### config.mk
export PLATFORM = sky130hd
export DESIGN_NAME = adc_frame_reader
export DESIGN_NICKNAME = d
export VERILOG_FILES = /design/src/rtl/adc_fft_pkg.sv /design/src/rtl/adc_skid_buf2.sv /design/src/rtl/adc_frame_reader.sv
export SDC_FILE = /design/constraint.sdc
export NUM_CORES = 1
export LEC_CHECK = 0
export CORE_UTILIZATION = 36
export DETAILED_ROUTE_END_ITERATION = 12
export SYNTH_ARGS = -nofsm -noshare
export SYNTH_HDL_FRONTEND = slang
export SYNTH_SLANG_ARGS = --single-unit
### constraint.sdc
create_clock -name rd_clk -period 5 [get_ports rd_clk]
set_input_delay 1 -clock rd_clk [delete_from_list [all_inputs] [get_ports rd_clk]]
set_output_delay 1 -clock rd_clk [all_outputs]
set_load 0.05 [all_outputs]
### src/rtl/adc_fft_pkg.sv
// ============================================================================
// adc_fft_pkg
// Shared constants and types for the ADC-to-FFT read path: frame geometry,
// sample/complex word types and the frame-reader state encoding.
// The ADC_OFFSET_BIN_EN macro (used by adc_frame_reader) selects
// offset-binary sample interpretation.
// Revision: 1.0 - initial release
// ============================================================================
`default_nettype none

package adc_fft_pkg;

  localparam int IN_W       = 12;
  localparam int OUT_W      = 16;
  localparam int FRAME_LOG2 = 10;
  localparam int FRAME_LEN  = 1 << FRAME_LOG2;

  // Frame reader control states
  typedef enum logic [1:0] {
    IDLE      = 2'd0,
    WAIT_FILL = 2'd1,
    STREAM    = 2'd2,
    DRAIN     = 2'd3
  } state_e;

  typedef logic [IN_W-1:0] sample_t;

  typedef struct packed {
    logic [OUT_W-1:0] im;
    logic [OUT_W-1:0] re;
  } cplx_t;

endpackage

`default_nettype wire

### src/rtl/adc_skid_buf2.sv
// ============================================================================
// adc_skid_buf2
// Two-entry FIFO for {cplx_t, last} output beats. Entry 0 is always the head,
// so the head word comes straight from a register.
// Revision: 1.0 - initial release
// ============================================================================
`default_nettype none

module adc_skid_buf2 #(
  parameter int W = 2 * adc_fft_pkg::OUT_W + 1
) (
  input  logic         rd_clk,
  input  logic         rd_rst,
  input  logic         push,
  input  logic [W-1:0] din,
  input  logic         pop,
  output logic [W-1:0] dout,
  output logic [1:0]   count
);

  logic [W-1:0] r_e0;
  logic [W-1:0] r_e1;
  logic [1:0]   r_cnt;

  // Shift-style storage: pops move entry 1 into the head slot
  always_ff @(posedge rd_clk or posedge rd_rst) begin
    if (rd_rst) begin
      r_e0  <= '0;
      r_e1  <= '0;
      r_cnt <= 2'd0;
    end else begin
      case ({push, pop})
        2'b10: begin
          if (r_cnt == 2'd0)
            r_e0 <= din;
          else if (r_cnt == 2'd1)
            r_e1 <= din;
          if (r_cnt != 2'd2)
            r_cnt <= r_cnt + 2'd1;
        end
        2'b01: begin
          if (r_cnt != 2'd0) begin
            r_e0  <= r_e1;
            r_cnt <= r_cnt - 2'd1;
          end
        end
        2'b11: begin
          if (r_cnt == 2'd2) begin
            r_e0 <= r_e1;
            r_e1 <= din;
          end else if (r_cnt == 2'd1) begin
            r_e0 <= din;
          end else begin
            // Nothing to pop: behaves as a plain push
            r_e0  <= din;
            r_cnt <= 2'd1;
          end
        end
        default: ;
      endcase
    end
  end

  assign dout  = r_e0;
  assign count = r_cnt;

endmodule

`default_nettype wire

### src/rtl/adc_frame_reader.sv
// ============================================================================
// adc_frame_reader
// Read-side consumer of the ADC sample FIFO. Waits for a full frame in the
// FIFO, drains exactly FRAME_LEN samples, converts each to a signed complex
// word and streams it out on a valid/ready interface with a last marker.
// Build option: define ADC_OFFSET_BIN_EN to treat samples as offset-binary.
// Revision: 1.0 - initial release
// ============================================================================
`default_nettype none

module adc_frame_reader #(
  parameter int IN_W       = adc_fft_pkg::IN_W,
  parameter int LVL_W      = 12,
  parameter int OUT_W      = adc_fft_pkg::OUT_W,
  parameter int FRAME_LOG2 = adc_fft_pkg::FRAME_LOG2,
  parameter int FRAME_LEN  = adc_fft_pkg::FRAME_LEN
) (
  input  logic               rd_clk,
  input  logic               rd_rst,
  input  logic               start,
  input  logic               cont,
  output logic               fifo_rd_en,
  input  logic [IN_W-1:0]    fifo_rd_data,
  input  logic               fifo_rd_empty,
  input  logic [LVL_W-1:0]   fifo_rd_water_level,
  output logic               m_tvalid,
  input  logic               m_tready,
  output logic [2*OUT_W-1:0] m_tdata,
  output logic               m_tlast,
  output logic               busy,
  output logic [15:0]        frame_cnt
);

  import adc_fft_pkg::*;

  localparam logic [FRAME_LOG2:0] c_frame_len = (FRAME_LOG2 + 1)'(FRAME_LEN);
  localparam logic [FRAME_LOG2:0] c_one       = (FRAME_LOG2 + 1)'(1);
  localparam logic [LVL_W-1:0]    c_fill_lvl  = LVL_W'(FRAME_LEN);

  state_e              r_state;
  logic [FRAME_LOG2:0] r_reads_left;
  logic [FRAME_LOG2:0] r_beats_left;
  logic                r_inflight;
  logic [15:0]         r_frame_cnt;

  logic                w_pop;
  logic                w_rd_en;
  logic [2:0]          w_occ;
  logic [1:0]          w_buf_cnt;
  logic [IN_W-1:0]     w_sample;
  logic [OUT_W-1:0]    w_real;
  logic [2*OUT_W:0]    w_push_word;
  logic [2*OUT_W:0]    w_head;

  // Occupancy the buffer will have once in-flight data lands and this
  // cycle's pop retires; a new read is only safe if a slot remains.
  assign w_pop   = m_tvalid & m_tready;
  assign w_occ   = {1'b0, w_buf_cnt} + {2'b00, r_inflight} - {2'b00, w_pop};
  assign w_rd_en = (r_state == STREAM) && (r_reads_left != '0) &&
                   !fifo_rd_empty && (w_occ < 3'd2);

  // Sample conversion: optional MSB flip, then sign extension
  always_comb begin
`ifdef ADC_OFFSET_BIN_EN
    w_sample = {~fifo_rd_data[IN_W-1], fifo_rd_data[IN_W-2:0]};
`else
    w_sample = fifo_rd_data;
`endif
    w_real = {{(OUT_W - IN_W){w_sample[IN_W-1]}}, w_sample};
  end

  // A returning read is the frame's last sample once no reads remain
  assign w_push_word = {(r_reads_left == '0), {OUT_W{1'b0}}, w_real};

  // Read-return tracking: FIFO data is valid one cycle after the read
  always_ff @(posedge rd_clk or posedge rd_rst) begin
    if (rd_rst)
      r_inflight <= 1'b0;
    else
      r_inflight <= w_rd_en;
  end

  // Frame control: state, read/beat budgets and completed-frame count
  always_ff @(posedge rd_clk or posedge rd_rst) begin
    if (rd_rst) begin
      r_state      <= IDLE;
      r_reads_left <= '0;
      r_beats_left <= '0;
      r_frame_cnt  <= 16'd0;
    end else begin
      if (w_rd_en)
        r_reads_left <= r_reads_left - c_one;
      if (w_pop && (r_beats_left != '0))
        r_beats_left <= r_beats_left - c_one;

      case (r_state)
        IDLE: begin
          if (start) begin
            r_state      <= WAIT_FILL;
            r_reads_left <= c_frame_len;
            r_beats_left <= c_frame_len;
          end
        end
        WAIT_FILL: begin
          if (fifo_rd_water_level >= c_fill_lvl)
            r_state <= STREAM;
        end
        STREAM: begin
          if ((w_rd_en && (r_reads_left == c_one)) || (r_reads_left == '0))
            r_state <= DRAIN;
        end
        DRAIN: begin
          if (w_pop && m_tlast) begin
            r_frame_cnt <= r_frame_cnt + 16'd1;
            if (cont) begin
              r_state      <= WAIT_FILL;
              r_reads_left <= c_frame_len;
              r_beats_left <= c_frame_len;
            end else begin
              r_state <= IDLE;
            end
          end
        end
        default: r_state <= IDLE;
      endcase
    end
  end

  adc_skid_buf2 #(
    .W (2 * OUT_W + 1)
  ) u_buf (
    .rd_clk (rd_clk),
    .rd_rst (rd_rst),
    .push   (r_inflight),
    .din    (w_push_word),
    .pop    (w_pop),
    .dout   (w_head),
    .count  (w_buf_cnt)
  );

  assign fifo_rd_en = w_rd_en;
  assign m_tvalid   = (w_buf_cnt != 2'd0);
  assign m_tdata    = w_head[2*OUT_W-1:0];
  assign m_tlast    = m_tvalid & w_head[2*OUT_W];
  assign busy       = (r_state != IDLE);
  assign frame_cnt  = r_frame_cnt;

endmodule

`default_nettype wire

After elaboration in Yosys (flattened, before gate mapping):

Index checks and enable logic that the tools add are counted.

* add/subtract/negate cells: 6
* multipliers: 0
* divide/modulo/power cells: 0
* magnitude comparators: 2
* eq/ne operators: 22
* shifts and indexed selects: 0
* mux-type cells: 24
* bitwise operators: 2
* reductions and logical operators: 20

Operators with widths (count)
* two-way mux 33 bit: 6
* case mux 33 bit (3 select lines): 1
* case mux 33 bit (2 select lines): 1
* two-way mux 11 bit: 4
* case mux 11 bit (2 select lines): 1
* adder 16 x 1 -> 16 bit (second input constant): 1
* two-way mux 2 bit: 8
* != test 2 bit (second input constant): 8
* >= comparator 12 x 11 -> 1 bit (second input constant): 1
* equality test 11 x 1 -> 1 bit (second input constant): 1
* zero test 11 bit: 1
* nonzero test 11 bit: 1
* subtractor 11 x 1 -> 11 bit (second input constant): 1
* equality test 2 bit (second input constant): 5
* != test 2 x 1 -> 1 bit (second input constant): 5
* case mux 2 bit (4 select lines): 1
* AND reduction 4 bit: 2
* equality test 2 x 1 -> 1 bit (second input constant): 3
* case mux 2 bit (3 select lines): 1
* nonzero test 2 bit: 3
* logical AND 1 bit: 5
* AND reduction 5 bit: 1
* zero test 2 bit: 2
* adder 2 x 1 -> 3 bit: 1
* other kinds (11): 12

* register bits: 98
* bits in latches: 0
* memory bits (writable): 0
* memory bits (read-only): 0
* input port bits: 30
* output and inout bits: 52
* logic and storage cells: 83
* memories: 0

Logic depth before layout (Yosys ltp):

Gate-level depths: netlist (run 1).

* depth in word-level cells: 9
* depth in mapped cells: 11
* gate-level depth less buffers: 10

Cells and area by module:

Synthesis (run 1) repeated with hierarchy kept, for this count alone.

* cells, all modules: 448
* area, all modules: 4753.3 sq um

By module, submodules not included
* adc_skid_buf2: times used 1, cells each 286, area each 3094.2 sq um, sequential area each 1701.6 sq um
* adc_frame_reader: times used 1, cells each 162, area each 1659.1 sq um, sequential area each 750.7 sq um

Least setup slack after synthesis (run 1):

No wires, ideal clock.

* kind: input -> output
* from: input port m_tready
* to: output port fifo_rd_en
* arrival: 3.198 ns
* required time: 4.000 ns
* slack: 0.802 ns
* stages: 8
* buffers on the path: 1
* path through: nor2b_1 xnor2_1 nand2_1 fa_1 xnor2_1 nand4b_1 clkbuf_1 nor2_1

* longest elaborated chain between the ends: 4

RTL lines
* start: declaration: line adc_frame_reader.sv:27 `input logic m_tready,`
* AND 1 bit: line adc_frame_reader.sv:57 `assign w_pop = m_tvalid & m_tready;`
* subtractor 3 x 1 -> 3 bit: line adc_frame_reader.sv:58 `assign w_occ = {1'b0, w_buf_cnt} + {2'b00, r_inflight} - {2'b00, w_pop};`
* less-than comparator 3 x 2 -> 1 bit: line adc_frame_reader.sv:60 `!fifo_rd_empty && (w_occ < 3'd2);`
* logical AND 1 bit: line adc_frame_reader.sv:60
* end: declaration: line adc_frame_reader.sv:22 `output logic fifo_rd_en,`

No other way between the ends.

Worst setup path in the final report (run 1):

Same ends and word-level chain as after synthesis.

==> results of run 1 <==
[through the flow]
stage          power, mW  std cells  utilization, %  worst slack, ns  hold slack (ns)
2_1_floorplan       1.92        310               -            0.802            0.480
3_3_place_gp        2.19        434            43.8            0.667            0.464
3_5_place_dp        2.22        434            43.8            0.637            0.473
4_1_cts             2.63        450            45.9            0.609            0.490
5_1_grt             2.79        450            45.9            0.429            0.502
6_report            2.59        450            45.9            0.595            0.478
[cells in the mapped netlist (3+ instances only)]
master and n:
xor2_1 4, inv_1 12, nor2_1 10, nor4_1 3
and4_1 3, o21ai_0 6, mux2_2 16, nand3_1 7
nand2b_1 4, mux2i_1 4, and3_1 4, a22o_1 12
xnor2_1 13, nand2_1 17, dfrtp_1 58, a21oi_1 10
nor2b_1 4, nand4_1 4, buf_4 32, or3_1 7
ha_1 10, buf_2 3, nor3_1 4, clkbuf_1 5
a21o_1 13, nand4b_1 4
[flip-flops by register name (all words and copies together) (netlist names)]
| signal | flops |
|---|---|
| r_state | 2 |
| u_buf.count | 2 |
| r_reads_left | 11 |
| u_buf.dout | 13 |
| r_inflight | 1 |
| frame_cnt | 16 |
| u_buf.r_e1 | 13 |
[cell type report]
class	count	area [µm²]	share of cell area, %
Multi-Input combinational cell	200	1440	37.4
Sequential cell	58	1450	37.9
Clock inverter	7	55.1	1.44
Timing Repair Buffer	59	591	15.4
Clock buffer	9	124	3.23
Inverter	12	45.0	1.18
Tap cell	105	131	3.43
[critical path, cell delays in order]
cell,delay [ns]
clkdlybuf4s50_1,0.61
nor2b_1,0.33
xnor2_1,0.18
nand2_1,0.09
fa_1,0.38
xnor2_1,0.20
nand4b_1,0.16
nor2_1,0.27
buf_12,0.18
[kinds of logic after synthesis]
family | share of synthesized area (%)
simple gates | 14.5
flops | 46.1
compound gates | 12.9
buf+inv | 10.1
mux | 6.99
xor+xnor | 4.73
fa+ha+maj | 4.61
other cells | 0.119
[report_power, final]
part | internal (mW) | switching [mW] | total (mW)
Sequential | 0.632 | 0.136 | 0.768
Clock | 0.183 | 0.206 | 0.388
Combinational | 0.559 | 0.878 | 1.44
[worst paths after layout]
| kind | endpoint | depth (start not counted) | slack (ns) |
|---|---|---|---|
| min reg2reg | frame_cnt[15] | 1 | 0.48 |
| min | frame_cnt[15] | 1 | 0.48 |
| min in group asynchronous | u_buf.r_e1[9] | 2 | 1.08 |
| max in group asynchronous | r_reads_left[5] | 3 | 3.11 |
| max | fifo_rd_en | 9 | 0.60 |
| max reg2reg | r_reads_left[8] | 11 | 1.85 |
[per-layer routing]
layer	routed length, µm	up-vias	track usage [%]
li1	-	1096	-
met1	2850	1119	18.3
met2	3120	58	25.8
met3	327	4	5.18
met4	29	0	4.23
met5	0	-	0
==> summary.txt, run 1 <==
Synthesis
  – Syn Area/Cell: about 11 µm²
  – Post-synth top flop: dfrtp_1
  – Top-area cell type share of the netlist area: between 40 and 50%
  – Syn Std Cell Area: between 3000 and 4000 µm²
  – Sequential area share after synthesis: between 40% and 50%
  – Cell taking the most area after synthesis: dfrtp_1
  – Number of synthesized flops with an enable pin: 0
  – Synth warn: 0
  – Mapped Cells: ~300
  – Area contributors post-synth: dfrtp_1 46%, buf_4 7.6%, mux2_2 5.7%, ha_1 4.0%, xnor2_1 3.6%
  – Seq cells post-synth: 58
  – Asr flop ratio synth: 100%
  – Yosys cell types: between 40 and 50

Layout
  – Nets: around 380
  – Commonest non-fill, non-tap cell in the layout: dfrtp_1
  – # fillers: 789
  – Area grow syn2layout: 21.7%
  – Share of layout cells above drive strength 1: 11.6%
  – Design area: 3830 µm²
  – Ant diodes: 0
  – Most frequent cells in the layout: 58 x dfrtp_1, 54 x clkdlybuf4s50_1, 17 x nand2_1

Routing
  – Routed vias: 2277
  – Initial DRC count: between 70 and 80
  – DR WL/cell: between 10 and 15 µm
  – DRT Pass-1 Iters: 4
  – Residual DRC count: 0
  – Routed Antenna Nets: 0
  – Avg Vias per Cell: approximately 5.1
  – Detailed Route WL: roughly 6.3 mm

Floorplanning
  – I/O pin cnt: about 80
  – Cell Rows: 33
  – Initial Util: between 30 and 40%
  – Die W: roughly 96 µm
  – Die H: about 96 µm
  – Core area: about 8300 µm²
  – Die ar.: between 9000 and 10000 µm²

Worst hold path
  – Hold Crit Start: frame_cnt[15]
  – Worst Hold Class: reg -> reg

Place
  – Post-DP Area: roughly 3700 µm²
  – I/O Buffers: 55
  – DP Wirelength: ~4.4 mm
  – GP Congestion: just under 0.8

STA
  – Clock Skew: 0.00509 ns
  – Pins Over Slew Limit: 0
  – Transition time of the tightest slew-check pin: 0.853 ns
  – Tcrit/Tclk final: roughly nine tenths
  – RSZ-0062 raised after global routing: no
  – Crit path time final: ~4.4 ns
  – Slew headroom: approximately 43%
  – Fin Setup TNS: 0 ns
  – Count of final setup violators: 0
  – Max frequency: 227 MHz
  – Final Hold Vio Count: 0

Worst setup path
  – WP data required: around 4.0 ns
  – Critical path class: in -> out
  – Setup crit start kind: primary input
  – Worst R2R Start: u_buf.count[1]
  – Worst Path Max Fanout: 7
  – CP startpoint: m_tready
  – CP endpoint kind: output pin
  – Data arrival time of the critical path: about 3.4 ns

Global route
  – Vias in the first global route: about 2200
  – Initial antenna violation count: 0
  – Total global-route track usage: about 15%
  – Largest net degree at the start of global routing: 33
  – First-pass GRT wire length: approximately 11 mm
  – Grt total ovfl: 0

Clock network
  – Post-cts resize count: 0
  – Inserted Clock Buffers: 9
  – Clock Latency Late Sink: approximately 0.33 ns
  – Root buffer cell: clkbuf_8
  – Reg clk slew, reported paths: 0.07 ns
  – Clk buf depth: 2
  – TritonCTS clock tree: yes
  – Clk sinks: 58
  – H-tree depth: 3
  – Postcts setup bufs: 0
  – Post-CTS Hold Fix Bufs: 0

Run status
  – Status: completed

Power
  – Static leakage: 1.78 nW
  – VDD IR-drop max: about 0.3 mV
  – PwrDens: 677 nW/µm²

Run
  – Max cap viols: 0
Power figures use the tool's default switching activity.
==> run 2, diff against run 1 <==
--- a/config.mk
+++ b/config.mk
@@ -5,8 +5,10 @@
 export SDC_FILE = /design/constraint.sdc
 export NUM_CORES = 1
 export LEC_CHECK = 0
-export CORE_UTILIZATION = 36
+export CORE_MARGIN = 2
+export CORE_UTILIZATION = 53
 export DETAILED_ROUTE_END_ITERATION = 12
+export PLACE_DENSITY = 0.86
 export SYNTH_ARGS = -nofsm -noshare
 export SYNTH_HDL_FRONTEND = slang
 export SYNTH_SLANG_ARGS = --single-unit
==> run 2 against run 1 <==
  * Critical path depth stayed put
  * Routed wire length is 0.82% lower
  * Hold slack worse by 0.0084 ns
  * Clock power is 14% higher
  * Clock-buffer cell count is 3 higher
  * Cell area is 0.29% lower
  * Via count is 2.5% higher
  * Non-clock buffer count stayed put
  * Core utilization is 20 points higher
  * Global-route usage is 5.4 points higher
  * Critical endpoint unchanged
  * Highest routed layer unchanged
==> summary.txt, run 2 (synthesized netlist as in run 1, its figures left out) <==
Clock network
  – Reg clk slew, reported paths: 0.07 ns (about the same)
  – TritonCTS clock tree: yes (unchanged)
  – Inserted Clock Buffers: 9 (unchanged)
  – Post-CTS Hold Fix Bufs: 0 (unchanged)
  – Clk buf depth: 2 (unchanged)
  – Clock Latency Late Sink: 0.33 ns (about the same)
  – H-tree depth: 3 (unchanged)
  – Root buffer cell: clkbuf_8 (unchanged)
  – Postcts setup bufs: 0 (unchanged)
  – Post-cts resize count: 0 (unchanged)
  – Clk sinks: 58 (unchanged)

Worst setup path
  – Critical Path Max Stage Delay: 0.59 ns (was 0.61 ns)
  – Worst Path Max Fanout: 7 (unchanged)
  – WP data required: 4.00 ns (about the same)
  – Critical path class: in -> out (unchanged)
  – CP max stage cell: clkdlybuf4s50_1 (unchanged)
  – CP Cell Sequence: clkdlybuf4s50_1, nor2b_1, xnor2_1, nand2_1, fa_1, xnor2_1, nand4b_1, nor2_1, buf_12 (unchanged)
  – Crit path top cell by count: xnor2_1 (unchanged)
  – Data arrival time of the critical path: 3.36 ns (was 3.40 ns)
  – WP buf/inv: 2 (unchanged)
  – CP endpoint kind: output pin (unchanged)
  – Setup crit start kind: primary input (unchanged)
  – CP top delay family: simple AND/OR/NAND/NOR gates (unchanged)

Power
  – Static leakage: 1.79 nW (was 1.78 nW)
  – VDD IR-drop max: 0.421 mV (was 0.308 mV)
  – Pwr Total: 2.66 mW (was 2.59 mW)
  – PwrDens: 697 nW/µm² (was 677 nW/µm²)

Floorplanning
  – Die H: 81.1 µm (was 95.5 µm)
  – Initial Util: 54.2% (was 37.8%)
  – Die ar.: 6570 µm² (was 9130 µm²)
  – Cell Rows: 28 (was 33)
  – Core area: 5820 µm² (was 8340 µm²)
  – Die W: 81.1 µm (was 95.5 µm)
  – I/O pin cnt: 82 (unchanged)

STA
  – Transition time of the tightest slew-check pin: 0.877 ns (was 0.853 ns)
  – Pins Over Slew Limit: 0 (unchanged)
  – Crit path time final: 4.36 ns (was 4.40 ns)
  – Max frequency: 229 MHz (was 227 MHz)
  – Hold WS: 0.469 ns (was 0.478 ns)
  – Fin Setup TNS: 0 ns (unchanged)
  – RSZ-0062 raised after global routing: no (unchanged)
  – Final Hold Vio Count: 0 (unchanged)
  – Clock Skew: 0.00567 ns (was 0.00509 ns)
  – Tcrit/Tclk final: 87.2% (was 88.1%)
  – Count of final setup violators: 0 (unchanged)
  – Slew headroom: 41.2% (was 42.8%)

Place
  – I/O Buffers: 55 (unchanged)
  – DP Wirelength: 4.26 mm (was 4.41 mm)
  – Placed Instances: 404 (was 434)
  – GP Congestion: 0.821 (was 0.769)

Global route
  – First-pass GRT wire length: 10.4 mm (was 10.6 mm)
  – Initial antenna violation count: 0 (unchanged)
  – Vias in the first global route: 2184 (was 2204)
  – Grt total ovfl: 0 (unchanged)
  – Total global-route track usage: 20.6% (was 15.2%)
  – Largest net degree at the start of global routing: 51 (was 33)

Worst hold path
  – Worst Hold Class: reg -> reg (unchanged)

Layout
  – Layout Cells excl Fill: 420 (was 450)
  – Commonest non-fill, non-tap cell in the layout: dfrtp_1 (unchanged)
  – # fillers: 462 (was 789)
  – Share of layout cells above drive strength 1: 11.3% (was 11.6%)
  – Nets: 381 (unchanged)
  – Multi-input gate area: 1440 µm² (unchanged)
  – Ant diodes: 0 (unchanged)
  – Most frequent cells in the layout: 58 x dfrtp_1, 54 x clkdlybuf4s50_1, 17 x nand2_1 (unchanged)
  – Area grow syn2layout: 21.3% (was 21.7%)
  – Max reg flops: 16 (unchanged)
  – Total area of sequential cells: 1450 µm² (unchanged)

Routing
  – Routed vias: 2335 (was 2277)
  – DRT Pass-1 Iters: 4 (unchanged)
  – Residual DRC count: 0 (unchanged)
  – Routed Antenna Nets: 0 (unchanged)
  – Initial DRC count: 151 (was 78)
  – Detailed Route WL: 6.27 mm (was 6.32 mm)
  – DR WL/cell: 14.9 µm (was 14.0 µm)
  – Avg Vias per Cell: 5.56 (was 5.06)

Run status
  – Status: completed (unchanged)

Run
  – Max cap viols: 0 (unchanged)
-- run 2: cell types whose count changed in the layout (fill, tap and decap cells not counted) --
cell,delta
bufinv_16,+1
clkbuf_1,+1
clkbuf_8,+2
clkinv_4,-3
inv_6,-1
-- run 2: final cells by class --
type	count	share of cell area, %
Timing Repair Buffer	59	15.5
Clock buffer	12	4.06
Multi-Input combinational cell	200	37.6
Sequential cell	58	38.0
Tap cell	75	2.46
Inverter	12	1.18
Clock inverter	4	1.31
-- run 2: worst paths after layout --
kind | to | cells past startpoint | slack, ns | start
max | fifo_rd_en | 9 | 0.64 | m_tready
min in group asynchronous | frame_cnt[3] | 2 | 0.88 | rd_rst
min | frame_cnt[15] | 1 | 0.47 | frame_cnt[15]
max reg2reg | r_reads_left[9] | 11 | 1.88 | u_buf.count[1]
min reg2reg | frame_cnt[15] | 1 | 0.47 | frame_cnt[15]
max in group asynchronous | r_reads_left[9] | 3 | 3.26 | rd_rst
-- run 2: layer usage --
layer | vias to the layer above | wire length (µm) | GRT usage, %
met5 | - | 0 | 0
met4 | 0 | 79 | 7.12
met3 | 11 | 348 | 5.78
met2 | 72 | 3120 | 33.6
met1 | 1152 | 2720 | 26.4
li1 | 1100 | - | -
-- run 2: worst register-to-register path: stages (launching register included) --
cell      delay (ns)
dfrtp_1         0.47
inv_1           0.12
ha_1            0.29
nor2b_1         0.30
xnor2_1         0.19
nand2_1         0.10
fa_1            0.39
xnor2_1         0.19
nand4b_1        0.15
buf_4           0.21
nor4b_1         0.40
mux2i_1         0.24
-- run 2: power by group --
part           leakage (nW)  total, mW  internal (mW)  switching, mW
Clock                0.0986      0.442          0.257          0.185
Combinational         0.920       1.44          0.560          0.885
Sequential            0.776      0.777          0.633          0.144
Total                  1.79       2.66           1.45           1.21
-- run 2: stage by stage --
step	setup slack, ns	utilization [%]	instance area, µm²
after floorplan	0.802	-	3210
after global placement	0.718	62.2	3620
after detailed placement	0.706	62.2	3620
after CTS	0.646	65.7	3820
after global routing	0.469	65.7	3820
final	0.639	65.7	3820
==> run 3, diff against run 2 <==
--- a/config.mk
+++ b/config.mk
@@ -5,10 +5,12 @@
 export SDC_FILE = /design/constraint.sdc
 export NUM_CORES = 1
 export LEC_CHECK = 0
+export CAP_MARGIN = 40
 export CORE_MARGIN = 2
 export CORE_UTILIZATION = 53
 export DETAILED_ROUTE_END_ITERATION = 12
 export PLACE_DENSITY = 0.86
+export SETUP_SLACK_MARGIN = 0.02
 export SYNTH_ARGS = -nofsm -noshare
 export SYNTH_HDL_FRONTEND = slang
 export SYNTH_SLANG_ARGS = --single-unit
==> results of run 3 <==
No change in the layout: final DEF, timing and power equal those of run 2.
